[src/rtl/hazard_ctrl_if.sv]
// Pipeline <-> hazard sequencer bundle: hazard events in,
// stage enables/flushes and performance counters out.
interface hazard_ctrl_if #(
  parameter int CNT_W = 32
);
  logic [4:0]       id_rs1;
  logic [4:0]       id_rs2;
  logic             id_uses_rs1;
  logic             id_uses_rs2;
  logic [4:0]       ex_rd;
  logic             ex_mem_rd;
  logic             ex_branch_taken;
  logic             dmem_req;
  logic             dmem_ready;
  logic             pc_en;
  logic             if_id_en;
  logic             if_id_flush;
  logic             id_ex_en;
  logic             id_ex_flush;
  logic             ex_mem_en;
  logic             mem_wb_flush;
  logic             halted;
  logic [CNT_W-1:0] stall_cnt;
  logic [CNT_W-1:0] flush_cnt;

  modport master (
    output id_rs1, id_rs2, id_uses_rs1, id_uses_rs2,
    output ex_rd, ex_mem_rd, ex_branch_taken,
    output dmem_req, dmem_ready,
    input  pc_en, if_id_en, if_id_flush, id_ex_en,
    input  id_ex_flush, ex_mem_en, mem_wb_flush,
    input  halted, stall_cnt, flush_cnt
  );

  modport slave (
    input  id_rs1, id_rs2, id_uses_rs1, id_uses_rs2,
    input  ex_rd, ex_mem_rd, ex_branch_taken,
    input  dmem_req, dmem_ready,
    output pc_en, if_id_en, if_id_flush, id_ex_en,
    output id_ex_flush, ex_mem_en, mem_wb_flush,
    output halted, stall_cnt, flush_cnt
  );
endinterface

[src/rtl/hazard_ctrl.sv]
// Stall/flush sequencer for the 5-stage pipeline: load-use,
// taken-branch and data-memory-wait handling with timeout halt.
module hazard_ctrl #(
  parameter int MAX_WAIT = 16,
  parameter int CNT_W    = 32
) (
  input logic         clk,
  input logic         rst,
  hazard_ctrl_if.slave hz
);

  typedef enum logic [1:0] {
    RUN,
    MEM_WAIT,
    HALT
  } state_t;

  state_t           state, state_n;
  logic [7:0]       wcnt, wcnt_n;
  logic             halted, halted_n;
  logic [CNT_W-1:0] stall_cnt, flush_cnt;

  logic freeze, lu, hit1, hit2;
  logic pc_en, if_id_en, if_id_flush;
  logic id_ex_en, id_ex_flush;
  logic ex_mem_en, mem_wb_flush;

  assign freeze = hz.dmem_req & ~hz.dmem_ready;
  assign hit1   = hz.id_uses_rs1 & (hz.id_rs1 == hz.ex_rd);
  assign hit2   = hz.id_uses_rs2 & (hz.id_rs2 == hz.ex_rd);
  assign lu     = hz.ex_mem_rd & (hz.ex_rd != 5'd0)
                & (hit1 | hit2);

  always_comb begin
    state_n      = state;
    wcnt_n       = wcnt;
    halted_n     = halted;
    pc_en        = 1'b1;
    if_id_en     = 1'b1;
    if_id_flush  = 1'b0;
    id_ex_en     = 1'b1;
    id_ex_flush  = 1'b0;
    ex_mem_en    = 1'b1;
    mem_wb_flush = 1'b0;
    if (rst) begin
      pc_en     = 1'b0;
      if_id_en  = 1'b0;
      id_ex_en  = 1'b0;
      ex_mem_en = 1'b0;
    end else begin
      unique case (state)
        HALT: begin
          pc_en        = 1'b0;
          if_id_en     = 1'b0;
          id_ex_en     = 1'b0;
          ex_mem_en    = 1'b0;
          mem_wb_flush = 1'b1;
        end
        RUN, MEM_WAIT: begin
          if (freeze) begin
            pc_en        = 1'b0;
            if_id_en     = 1'b0;
            id_ex_en     = 1'b0;
            ex_mem_en    = 1'b0;
            mem_wb_flush = 1'b1;
          end else if (hz.ex_branch_taken) begin
            if_id_flush = 1'b1;
            id_ex_flush = 1'b1;
          end else if (lu) begin
            pc_en       = 1'b0;
            if_id_en    = 1'b0;
            id_ex_flush = 1'b1;
          end
          // ready on the last wait cycle beats the timeout
          if (state == RUN) begin
            if (freeze) begin
              state_n = MEM_WAIT;
              wcnt_n  = 8'd1;
            end
          end else if (!freeze) begin
            state_n = RUN;
            wcnt_n  = 8'd0;
          end else if (wcnt == 8'(MAX_WAIT - 1)) begin
            state_n  = HALT;
            halted_n = 1'b1;
          end else begin
            wcnt_n = wcnt + 8'd1;
          end
        end
        default: state_n = RUN;
      endcase
    end
  end

  always_ff @(posedge clk) begin
    if (rst) begin
      state     <= RUN;
      wcnt      <= 8'd0;
      halted    <= 1'b0;
      stall_cnt <= '0;
      flush_cnt <= '0;
    end else begin
      state  <= state_n;
      wcnt   <= wcnt_n;
      halted <= halted_n;
      if (state != HALT && !pc_en)
        stall_cnt <= stall_cnt + 1'b1;
      if (if_id_flush)
        flush_cnt <= flush_cnt + 1'b1;
    end
  end

  assign hz.pc_en        = pc_en;
  assign hz.if_id_en     = if_id_en;
  assign hz.if_id_flush  = if_id_flush;
  assign hz.id_ex_en     = id_ex_en;
  assign hz.id_ex_flush  = id_ex_flush;
  assign hz.ex_mem_en    = ex_mem_en;
  assign hz.mem_wb_flush = mem_wb_flush;
  assign hz.halted       = halted;
  assign hz.stall_cnt    = stall_cnt;
  assign hz.flush_cnt    = flush_cnt;

endmodule

[src/flat_wrapper.sv]
// flat-port wrapper written by rule: the top's interface ports become plain ports
module hazard_ctrl_flat 
#(
  parameter int MAX_WAIT = 16,
  parameter int CNT_W    = 32
)
  (clk, rst, hz_id_rs1, hz_id_rs2, hz_id_uses_rs1, hz_id_uses_rs2, hz_ex_rd, hz_ex_mem_rd, hz_ex_branch_taken, hz_dmem_req, hz_dmem_ready, hz_pc_en, hz_if_id_en, hz_if_id_flush, hz_id_ex_en, hz_id_ex_flush, hz_ex_mem_en, hz_mem_wb_flush, hz_halted, hz_stall_cnt, hz_flush_cnt);
  hazard_ctrl_if #(.CNT_W(CNT_W)) hz_i ();
  input logic clk;
  input logic rst;
  input wire logic [$bits(hz_i.id_rs1)-1:0] hz_id_rs1;
  input wire logic [$bits(hz_i.id_rs2)-1:0] hz_id_rs2;
  input wire logic [$bits(hz_i.id_uses_rs1)-1:0] hz_id_uses_rs1;
  input wire logic [$bits(hz_i.id_uses_rs2)-1:0] hz_id_uses_rs2;
  input wire logic [$bits(hz_i.ex_rd)-1:0] hz_ex_rd;
  input wire logic [$bits(hz_i.ex_mem_rd)-1:0] hz_ex_mem_rd;
  input wire logic [$bits(hz_i.ex_branch_taken)-1:0] hz_ex_branch_taken;
  input wire logic [$bits(hz_i.dmem_req)-1:0] hz_dmem_req;
  input wire logic [$bits(hz_i.dmem_ready)-1:0] hz_dmem_ready;
  output wire logic [$bits(hz_i.pc_en)-1:0] hz_pc_en;
  output wire logic [$bits(hz_i.if_id_en)-1:0] hz_if_id_en;
  output wire logic [$bits(hz_i.if_id_flush)-1:0] hz_if_id_flush;
  output wire logic [$bits(hz_i.id_ex_en)-1:0] hz_id_ex_en;
  output wire logic [$bits(hz_i.id_ex_flush)-1:0] hz_id_ex_flush;
  output wire logic [$bits(hz_i.ex_mem_en)-1:0] hz_ex_mem_en;
  output wire logic [$bits(hz_i.mem_wb_flush)-1:0] hz_mem_wb_flush;
  output wire logic [$bits(hz_i.halted)-1:0] hz_halted;
  output wire logic [$bits(hz_i.stall_cnt)-1:0] hz_stall_cnt;
  output wire logic [$bits(hz_i.flush_cnt)-1:0] hz_flush_cnt;
  assign hz_i.id_rs1 = hz_id_rs1;
  assign hz_i.id_rs2 = hz_id_rs2;
  assign hz_i.id_uses_rs1 = hz_id_uses_rs1;
  assign hz_i.id_uses_rs2 = hz_id_uses_rs2;
  assign hz_i.ex_rd = hz_ex_rd;
  assign hz_i.ex_mem_rd = hz_ex_mem_rd;
  assign hz_i.ex_branch_taken = hz_ex_branch_taken;
  assign hz_i.dmem_req = hz_dmem_req;
  assign hz_i.dmem_ready = hz_dmem_ready;
  assign hz_pc_en = hz_i.pc_en;
  assign hz_if_id_en = hz_i.if_id_en;
  assign hz_if_id_flush = hz_i.if_id_flush;
  assign hz_id_ex_en = hz_i.id_ex_en;
  assign hz_id_ex_flush = hz_i.id_ex_flush;
  assign hz_ex_mem_en = hz_i.ex_mem_en;
  assign hz_mem_wb_flush = hz_i.mem_wb_flush;
  assign hz_halted = hz_i.halted;
  assign hz_stall_cnt = hz_i.stall_cnt;
  assign hz_flush_cnt = hz_i.flush_cnt;
  hazard_ctrl #(.MAX_WAIT(MAX_WAIT), .CNT_W(CNT_W)) u_core (.clk(clk), .rst(rst), .hz(hz_i));
endmodule
[config.mk]
export PLATFORM = sky130hd
export DESIGN_NAME = hazard_ctrl_flat
export DESIGN_NICKNAME = d
export VERILOG_FILES = /design/src/rtl/hazard_ctrl_if.sv /design/src/rtl/hazard_ctrl.sv /design/src/flat_wrapper.sv
export SDC_FILE = /design/constraint.sdc
export NUM_CORES = 1
export LEC_CHECK = 0
export ABC_AREA = 1
export BUFFER_PORTS_ARGS = -buffer_cell sky130_fd_sc_hd__buf_2
export CAP_MARGIN = 30
export CORE_UTILIZATION = 50
export CTS_CLUSTER_SIZE = 25
export DETAILED_ROUTE_END_ITERATION = 10
export GPL_TIMING_DRIVEN = 1
export PLACE_DENSITY = 0.78
export SKIP_LAST_GASP = 1
export SLEW_MARGIN = 20
export SYNTH_ARGS = -nofsm -noshare
export SYNTH_HDL_FRONTEND = slang
export SYNTH_SLANG_ARGS = --single-unit
[constraint.sdc]
create_clock -name clk -period 1.7 [get_ports clk]
set_input_delay 0.17 -clock clk [delete_from_list [all_inputs] [get_ports clk]]
set_output_delay 0.17 -clock clk [all_outputs]
set_load 0.05 [all_outputs]
==> summary.md, run 1 <==
| Metric | Value |
|---|---|
| Peak supply drop | 0.000367 V |
| Die X-Extent | 98.6 µm |
| Sequential share of power | 52.0% |
| Total global-route track usage | 28.3% |
| Slew Limit Fails | 0 |
| Share of layout cells above drive strength 1 | 26.6% |
| Most instantiated cells after synthesis | nand2_1, nor2_1, dfxtp_1 |
| Die area | 9720 µm² |
| Post-synth EDFFs | 0 |
| Slack of the worst reg-to-reg path | 0.09 ns |
| Mapped Cells | 754 |
| Largest net degree at the start of global routing | 37 |
| Setup ws final | 0.0424 ns |
| GRT busiest layer | met2 |
| WHS | 0.185 ns |
| Count leader, synth | nand2_1 |
| Netlist Area Pre-Place | 4660 µm² |
| Root Driver | clkbuf_8 |
| Sw Ratio | 28.0% |
| TritonRoute pass-1 iters | 5 |
| DIE HEIGHT | 98.6 µm |
| Combinational share of power | 11.6% |
| Worst-skew pair later-pin latency | 0.36 ns |
| # diodes | 0 |
| # port buffers | 94 |
| # nets final | 907 |
| RSZ-0062 raised after global routing | yes |
| Initial detailed-routing violation count | 310 |
| Synth-to-layout area growth | 26.9% |
| Total gr overflow | 0 |
| Ports | 95 |
| Wire per inst | 14.0 µm |
| Routability cong. | 0.954 |
| FP Rows | 34 |
| Overall Power | 0.00343 W |
| Seq cells post-synth | 75 |
| Post-synthesis sequential area ratio | 32.2% |
| Fin. Hold Viols | 0 |
| Layout Cells excl Fill | 994 |
| Avg Cell Area, Syn | 6.18 µm² |
| Hold/Removal Path Class | in2reg |
| Vias/cell | 5.36 |
| Synth area leaders | dfxtp_1, nand2_1, nor2_1, a21oi_1, nand3_1 |
| Hpwl dp | 10300 µm |
| Clock share of power | 36.4% |
| Placed Cells incl. Taps | 967 |
| Post-place setup slack | -0.0315 ns |
| Crit Path Category | reg2out |
| Layout filler cell count | 785 |
| H-tree lvl count | 3 |
| Psw | 0.000960 W |
| Tmin final | 1.66 ns |
| Internal power | 0.00247 W |
| Clk slew on worst S/H paths | 0.08 ns |
| Met2 usage | 47.2% |
| Vias | 5327 |
| Final setup fails | 0 |
| Unique masters post-synth | 32 |
| Pwr/cell area | 580 nW/µm² |
| Initial core utilization | 52.4% |
| Vias in the first global route | 4790 |
| First-pass GRT wire length | 22200 µm |
| # DRC | 0 |
| Worst Path Required | 1.53 ns |
| Total CTS buffers | 9 |
| Crit Path Max Fanout | 5 |
| Rel. slew slack | 73.1% |
| Clk_skew | 0.0102 ns |
| Fmax | 603 MHz |
| Async set or reset register ratio after synthesis | 0% |
| Yosys warnings | 0 |
| Crit path DAT | 1.49 ns |
| Syn Nets | 780 |
| Pleak | 2.44 nW |
| Post-route ant nets | 0 |
| Crit path launch type | flop |
| Worst-Margin Slew | 0.403 ns |
| Post-synth top flop | dfxtp_1 |
| Core Region | 8890 µm² |
| DRT Wirelength | 13900 µm |
| Worst setup EP type | output port |
| Antenna violations before repair | 0 |
| Tcrit/Tclk final | 97.5% |
| Grt met3 use | 4.61% |
| Share of the synthesized area in the top cell type | 32.2% |
| Max Cap Violations | 0 |
| CTS Sinks | 75 |
| Outcome | finished clean |
| Deepest clock path buffer count | 2 |
| CTS tree | yes |
| Grt met1 use | 37.3% |
| Cell accounting for the most synthesized area | dfxtp_1 |
layout by cell type (no fill, tap or decap), drive strengths merged, types with 2 or more instances in the layout:
master / instances
nand3: 59
nand3b: 9
nand4: 11
a21oi: 68
inv: 76
nor2: 101
clkbuf: 13
clkinvlp: 2
clkinv: 3
nor3b: 3
xnor2: 8
o21ai: 11
buf: 136
nand2: 247
xor2: 23
dfxtp: 75
ha: 3
nor3: 34
per-layer routing:
metal / up-vias / part of all wire [%]
met4: 0 / 2.2
met5: - / 0
li1: 2667 / -
met2: 180 / 47
met1: 2447 / 46
met3: 33 / 5.3
metrics by stage:
step / util [%] / setup TNS [ns] / area, µm²
floorplan: - / -1.64 / 4730
global placement: 61.2 / 0 / 5440
detailed placement: 61.2 / -0.0358 / 5440
CTS: 63.7 / -0.00576 / 5670
global route: 66.5 / -0.223 / 5920
finish: 66.5 / 0 / 5920
repair_timing:
item	CTS	global route
hold buffers	0	0
cloned	0	0
pin swaps	2	12
resized for setup	12	58
buffers inserted	4	7
setup endpoints to repair	6	47
path summary, 6_finish.rpt:
| path | cells after the start | from | to |
|---|---|---|---|
| hold reg to reg | 2 | u_core.hz.halted$_SDFFE_PP0P_ | u_core.hz.halted$_SDFFE_PP0P_ |
| setup reg to reg | 11 | u_core.state[1]$_SDFFE_PP0P_ | u_core.wcnt[6]$_SDFFE_PP0P_ |
| setup / recovery | 7 | u_core.state[1]$_SDFFE_PP0P_ | hz_if_id_en |
| hold / removal | 4 | hz_dmem_ready | u_core.state[0]$_SDFFE_PP0P_ |
layout make-up:
type | instances | area [µm²] | area share (%)
clock buffer | 13 | 149 | 2.52
clock inverter | 3 | 15.0 | 0.254
inverter | 78 | 308 | 5.20
multi-input combinational | 581 | 2900 | 49.0
sequential | 75 | 1550 | 26.2
tap | 108 | 135 | 2.28
timing repair buffer | 136 | 861 | 14.5
power groups by stage:
stage          sequential [W]  combinational, W  clock [W]
6_report              0.00178          0.000398    0.00125
5_1_grt               0.00179          0.000428    0.00132
3_3_place_gp          0.00182          0.000329          0
4_1_cts               0.00178          0.000356    0.00125
3_5_place_dp          0.00182          0.000334          0
2_1_floorplan         0.00185          0.000219          0
state kept, by name (all words and copies together) (netlist names):
| register | count |
|---|---|
| u_core.hz.flush_cnt | 32 |
| u_core.hz.stall_cnt | 32 |
| u_core.wcnt | 8 |
| u_core.state | 2 |
| u_core.hz.halted | 1 |
cells by family (layout without fill, tap and decap cells):
family          after synthesis  count (layout)  share of synthesized area (%)
compound gates               82              82                           9.04
xor+xnor                     31              31                           5.82
fa+ha+maj                     3               3                          0.805
buf+inv                      98             230                           8.64
flops                        75              75                           32.2
simple gates                465             465                           43.5
critical path, stage by stage (launching register included):
cell and delay [ns]:
dfxtp_4 0.40, inv_4 0.06, nand2_4 0.08, inv_4 0.04, nor3_4 0.20, nand2_4 0.10, clkinvlp_4 0.12, buf_8 0.15
Note: power is estimated with default switching activity, not from simulation.
==> run 2, diff against run 1 <==
--- a/config.mk
+++ b/config.mk
@@ -9,10 +9,11 @@
 export BUFFER_PORTS_ARGS = -buffer_cell sky130_fd_sc_hd__buf_2
 export CAP_MARGIN = 30
 export CORE_UTILIZATION = 50
+export CTS_CLUSTER_DIAMETER = 100
 export CTS_CLUSTER_SIZE = 25
 export DETAILED_ROUTE_END_ITERATION = 10
 export GPL_TIMING_DRIVEN = 1
-export PLACE_DENSITY = 0.78
+export PLACE_DENSITY = 0.74
 export SKIP_LAST_GASP = 1
 export SLEW_MARGIN = 20
 export SYNTH_ARGS = -nofsm -noshare
==> summary.md, run 2 (same netlist as run 1, synthesis figures left out) <==
| Metric | Value |
|---|---|
| Outcome | finished, violations left |
| Failing checks | negative setup slack |
| CTS tree | yes |
| Die area | 9720 µm² (unchanged) |
| Ports | 95 (unchanged) |
| Fmax | 586 MHz (-2.8%) |
| Tmin final | 1.71 ns (+0.0478 ns) |
| Hold depth | 4 (unchanged) |
| Worst-Margin Slew | 0.611 ns (+0.208 ns) |
| Slew Limit Fails | 0 (unchanged) |
| Antenna violations before repair | 0 (unchanged) |
| # diodes | 0 (unchanged) |
| Post-route ant nets | 0 (unchanged) |
| Most frequent cells in the layout | nand2_1, buf_2, nor2_1, a21oi_1, inv_1 |
| Root Driver | clkbuf_8 |
| Initial detailed-routing violation count | 293 (-5.5%) |
| Vias in the first global route | 4658 (-2.8%) |
| RSZ-0062 raised after global routing | yes |
| Total CTS buffers | 9 (unchanged) |
| Worst setup EP type | output port |
| Crit path DAT | 1.54 ns (+0.05 ns) |
| Placed Cells incl. Taps | 963 (-0.41%) |
| R2R depth | 11 (unchanged) |
| Fin. Hold Viols | 0 (unchanged) |
| TritonRoute pass-1 iters | 5 (unchanged) |
| Vias/cell | 5.27 (-1.6%) |
| Grt met1 use | 36.5% (-0.74 points) |
| WHS | 0.179 ns (-0.00606 ns) |
| Wire per inst | 13.5 µm (-4.1%) |
| Worst-skew pair later-pin latency | 0.35 ns (about the same) |
| # port buffers | 94 (unchanged) |
| H-tree lvl count | 3 (unchanged) |
| Cell area after layout | 5790 µm² (-2.2%) |
| Worst Path Required | 1.53 ns (about the same) |
| Total gr overflow | 0 (unchanged) |
| Hpwl dp | 10100 µm (-1.9%) |
| Rel. slew slack | 59.3% (-14 points) |
| Grt met3 use | 3.90% (-0.71 points) |
| GRT busiest layer | met2 |
| Die X-Extent | 98.6 µm (unchanged) |
| Area after DPL | 5410 µm² (-0.55%) |
| Deepest clock path buffer count | 2 (unchanged) |
| Max Cap Violations | 0 (unchanged) |
| Layout Cells excl Fill | 983 (-1.1%) |
| Hold/Removal Path Class | in2reg |
| Synth-to-layout area growth | 24.1% |
| Crit Path Category | reg2out |
| Total global-route track usage | 27.5% (-0.83 points) |
| Vias | 5183 (-2.7%) |
| Pleak | 2.39 nW (-1.8%) |
| Pwr/cell area | 577 nW/µm² (-0.45%) |
| First-pass GRT wire length | 21700 µm (-2.4%) |
| # DRC | 0 (unchanged) |
| Final setup fails | 1 (+1) |
| CTS Hold Bufs | 0 (unchanged) |
| Largest net degree at the start of global routing | 57 (+54%) |
| Initial core utilization | 52.4% (unchanged) |
| Met2 usage | 45.5% (-1.7 points) |
| Most common cell after layout, fill and taps aside | nand2_1 |
| Crit Path Max Fanout | 6 (+1) |
| Clk_skew | 0.0124 ns (+0.00223 ns) |
| Routability cong. | 1.02 (+6.7%) |
| Setup TNS | -0.00536 ns (-0.00536 ns) |
| Setup ws final | -0.00536 ns (-0.0478 ns) |
| Regs by FF count | u_core.hz.flush_cnt x32, u_core.hz.stall_cnt x32, u_core.wcnt x8 |
| Crit path launch type | flop |
| # nets final | 896 (-1.2%) |
| Share of layout cells above drive strength 1 | 25.0% (-1.6 points) |
| DIE HEIGHT | 98.6 µm (unchanged) |
| Core Region | 8890 µm² (unchanged) |
| Peak supply drop | 0.000404 V (+10%) |
| CTS Sinks | 75 (unchanged) |
| DRT Wirelength | 13200 µm (-5.2%) |
| FP Rows | 34 (unchanged) |
| Clk slew on worst S/H paths | 0.08 ns (about the same) |
| Tcrit/Tclk final | 100% (+2.8 points) |
## run 2: repair_timing
action / 4_1_cts / 5_1_grt
pin swaps: 1 / 6
gates resized for setup: 10 / 48
cloned: 0 / 0
setup buffers: 1 / 3
setup endpoints to repair: 6 / 40
## run 2: power breakdown
group          internal (W)  switching [W]
sequential          0.00177      0.0000134
combinational      0.000119       0.000254
clock              0.000526       0.000660
total               0.00241       0.000927
## run 2: through the flow
stage	power, W	util (%)	setup slack (ns)
after floorplan	0.00207	-	-0.286
after global placement	0.00216	60.8	0.0774
after detailed placement	0.00216	60.8	-0.0348
after CTS	0.00334	62.9	-0.0432
after global routing	0.00347	65.1	-0.0632
final	0.00334	65.1	-0.00536
## run 2: worst paths after layout
kind	endpoint	start	slack, ns
worst max-delay path	hz_mem_wb_flush	u_core.state[1]$_SDFFE_PP0P_	-0.005
worst min-delay path	u_core.state[0]$_SDFFE_PP0P_	hz_dmem_ready	0.18
worst max register to register	u_core.wcnt[6]$_SDFFE_PP0P_	u_core.wcnt[0]$_SDFFE_PP0P_	0.10
worst min register to register	u_core.hz.halted$_SDFFE_PP0P_	u_core.hz.halted$_SDFFE_PP0P_	0.45
## run 2: area by class of cell
cell class	count	area (µm²)
Clock buffer	13	139
Clock inverter	3	15.0
Tap cell	108	135
Inverter	78	304
Fill cell	834	3110
Timing Repair Buffer	125	747
Multi-Input combinational cell	581	2890
Sequential cell	75	1550
## run 2: metal layers
| metal | vias up | share of wire (%) |
|---|---|---|
| li1 | 2648 | - |
| met1 | 2351 | 45 |
| met2 | 168 | 48 |
| met3 | 16 | 5.4 |
| met4 | 0 | 1.5 |
| met5 | - | 0 |
## run 2: critical path, cell delays in order (launching register included)
cell	delay, ns
dfxtp_4	0.40
inv_4	0.05
nor2_4	0.11
buf_4	0.14
inv_2	0.07
a21oi_1	0.17
buf_4	0.23
==> run 3, diff against run 2 <==
--- a/config.mk
+++ b/config.mk
@@ -13,7 +13,7 @@
 export CTS_CLUSTER_SIZE = 25
 export DETAILED_ROUTE_END_ITERATION = 10
 export GPL_TIMING_DRIVEN = 1
-export PLACE_DENSITY = 0.74
+export PLACE_DENSITY = 0.83
 export SKIP_LAST_GASP = 1
 export SLEW_MARGIN = 20
 export SYNTH_ARGS = -nofsm -noshare
==> summary.md, run 3 (same netlist as run 1, synthesis figures left out) <==
| Metric | Value |
|---|---|
| Synth-to-layout area growth | 26.1% |
| Critical Path Slowest Stage Cell | dfxtp_4 |
| Critical-path cell list | inv_4 > nand2_4 > inv_4 > nor3_4 > nand2_4 > clkinvlp_4 > buf_8 |
| Vias/cell | 5.37 (+1.9%) |
| Share of layout cells above drive strength 1 | 25.2% (+0.14 points) |
| Largest net degree at the start of global routing | 58 (+1.8%) |
| Slew Limit Fails | 0 (unchanged) |
| Combinational share of power | 11.6% (+0.4 points) |
| DRT Wirelength | 13300 µm (+0.58%) |
| Worst-skew pair later-pin latency | 0.36 ns (about the same) |
| Top delay family on crit path | flip-flops |
| Crit path launch type | flop |
| Tcrit/Tclk final | 99.6% (-0.72 points) |
| Clk slew on worst S/H paths | 0.08 ns (about the same) |
| Util after Layout | 66.1% (+1.0 points) |
| Core Region | 8890 µm² (unchanged) |
| Initial detailed-routing violation count | 323 (+10%) |
| CTS Hold Bufs | 0 (unchanged) |
| Die X-Extent | 98.6 µm (unchanged) |
| Antenna violations before repair | 0 (unchanged) |
| Sw Ratio | 27.2% (-0.57 points) |
| Hold/Removal Path Class | in2reg |
| Overall Power | 0.00345 W (+3.3%) |
| CTS Sinks | 75 (unchanged) |
| Setup TNS | 0 ns (+0.00536 ns) |
| FP Rows | 34 (unchanged) |
| # diodes | 0 (unchanged) |
| Fmax | 591 MHz (+0.72%) |
| # DRC | 0 (unchanged) |
| Hold depth | 4 (unchanged) |
| # port buffers | 94 (unchanged) |
| Root Driver | clkbuf_8 |
| Area after DPL | 5440 µm² (+0.65%) |
| Crit Path Category | reg2out |
| Max stage delay on crit path | 0.40 ns (about the same) |
| Clk_skew | 0.00685 ns (-0.00553 ns) |
| Internal power | 0.00251 W (+4.1%) |
| Cell area after layout | 5880 µm² (+1.6%) |
| Levels on crit path | 7 (+1) |
| # nets final | 903 (+0.78%) |
| Post-route ant nets | 0 (unchanged) |
| Placed Cells incl. Taps | 966 (+0.31%) |
| Buf/Inv on CP | 4 (unchanged) |
| H-tree lvl count | 3 (unchanged) |
| Worst-Margin Slew | 0.364 ns (-0.247 ns) |
| Met2 usage | 45.7% (+0.16 points) |
| Die area | 9720 µm² (unchanged) |
| Most common cell after layout, fill and taps aside | nand2_1 |
| Grt met3 use | 4.61% (+0.71 points) |
| Initial core utilization | 52.4% (unchanged) |
| Crit Path Max Fanout | 5 (-1) |
| Crit path DAT | 1.52 ns (-0.02 ns) |
| Total global-route track usage | 26.8% (-0.69 points) |
| Routability cong. | 0.948 (-6.8%) |
| Layout filler cell count | 814 (-2.4%) |
| TritonRoute pass-1 iters | 6 (+1) |
| DIE HEIGHT | 98.6 µm (unchanged) |
| First-pass GRT wire length | 21100 µm (-2.6%) |
| Pwr/cell area | 587 nW/µm² (+1.7%) |
| Total gr overflow | 0 (unchanged) |
| Sequential share of power | 51.6% (-1.7 points) |
| Vias in the first global route | 4722 (+1.4%) |
| Grt met1 use | 33.7% (-2.8 points) |
| Hpwl dp | 9500 µm (-5.7%) |
| Pleak | 2.45 nW (+2.5%) |
| Tmin final | 1.69 ns (-0.0123 ns) |
| Layout Cells excl Fill | 990 (+0.71%) |
| Rel. slew slack | 75.7% (+16 points) |
| R2R depth | 9 (-2) |
| Regs by FF count | u_core.hz.flush_cnt x32, u_core.hz.stall_cnt x32, u_core.wcnt x8 |
| Max Cap Violations | 0 (unchanged) |
| Outcome | finished clean |
| CTS tree | yes |
| Final setup fails | 0 (-1) |
| Most frequent cells in the layout | nand2_1, buf_2, nor2_1, inv_1, a21oi_1 |
| Wire per inst | 13.4 µm (-0.13%) |
| GRT busiest layer | met2 |
| Worst setup EP type | output port |
| RSZ-0062 raised after global routing | yes |
| Total CTS buffers | 9 (unchanged) |
| Vias | 5320 (+2.6%) |
| Clock share of power | 36.8% (+1.3 points) |
| Psw | 0.000938 W (+1.2%) |
| Worst Path Required | 1.53 ns (about the same) |
| Deepest clock path buffer count | 2 (unchanged) |
| Slack of the worst reg-to-reg path | 0.05 ns (-0.05 ns) |
| Fin. Hold Viols | 0 (unchanged) |
| Peak supply drop | 0.000362 V (-10%) |
| Ports | 95 (unchanged) |
[run 3: cell count changes in the layout (fill, tap and decap cells not counted), moves of 2 or more]
| cell | delta |
|---|---|
| buf_6 | +2 |
| nor3_2 | -3 |
| clkbuf_8 | +2 |
| dfxtp_2 | -4 |
| buf_12 | +2 |
| buf_4 | +5 |
| nand2_1 | -2 |
| nor3_1 | +3 |
| clkbuf_4 | -2 |
| dfxtp_1 | +4 |
| nand2_2 | +2 |
[run 3: final cells by class]
type	count	area [µm²]	area share, %
Multi-Input combinational cell	581	2890	49.1
Sequential cell	75	1550	26.3
Timing Repair Buffer	132	832	14.2
Inverter	78	305	5.19
Clock buffer	14	163	2.77
Tap cell	108	135	2.30
Clock inverter	2	10.0	0.170
[run 3: what timing repair did]
item	4_1_cts	5_1_grt
setup endpoints to repair	7	55
pin swaps	2	12
resized for setup	15	42
gates cloned	0	0
buffers inserted	2	6
[run 3: through the flow]
| step | hold slack, ns | setup WS, ns |
|---|---|---|
| after floorplan | 0.366 | -0.286 |
| after global placement | 0.439 | 0.0953 |
| after detailed placement | 0.451 | 0.0453 |
| after CTS | 0.169 | -0.0322 |
| after global routing | 0.198 | -0.0592 |
| final | 0.187 | 0.00690 |
[run 3: tightest hold or removal path, cell delays in order]
cell and delay (ns):
buf_2 0.11, nor2_4 0.07, nand2_4 0.10, nor3_1 0.05
[run 3: power groups by stage]
stage               Clock [W]  Sequential (W)  Combinational, W
floorplan                   0         0.00185          0.000219
CTS                   0.00129         0.00178          0.000369
global placement            0         0.00182          0.000342
finish                0.00127         0.00178          0.000401
global route          0.00136         0.00178          0.000436
detailed placement          0         0.00182          0.000348
[run 3: final timing paths]
path	from	endpoint
hold / removal	hz_dmem_ready	u_core.state[0]$_SDFFE_PP0P_
setup reg to reg	u_core.state[0]$_SDFFE_PP0P_	u_core.wcnt[6]$_SDFFE_PP0P_
setup / recovery	u_core.state[1]$_SDFFE_PP0P_	hz_pc_en
hold reg to reg	u_core.hz.halted$_SDFFE_PP0P_	u_core.hz.halted$_SDFFE_PP0P_
[run 3: routing by layer]
metal / share of wire [%] / vias up
met2: 47 / 198
met4: 2.1 / 0
met5: 0 / -
li1: - / 2664
met1: 44 / 2428
met3: 6.4 / 30
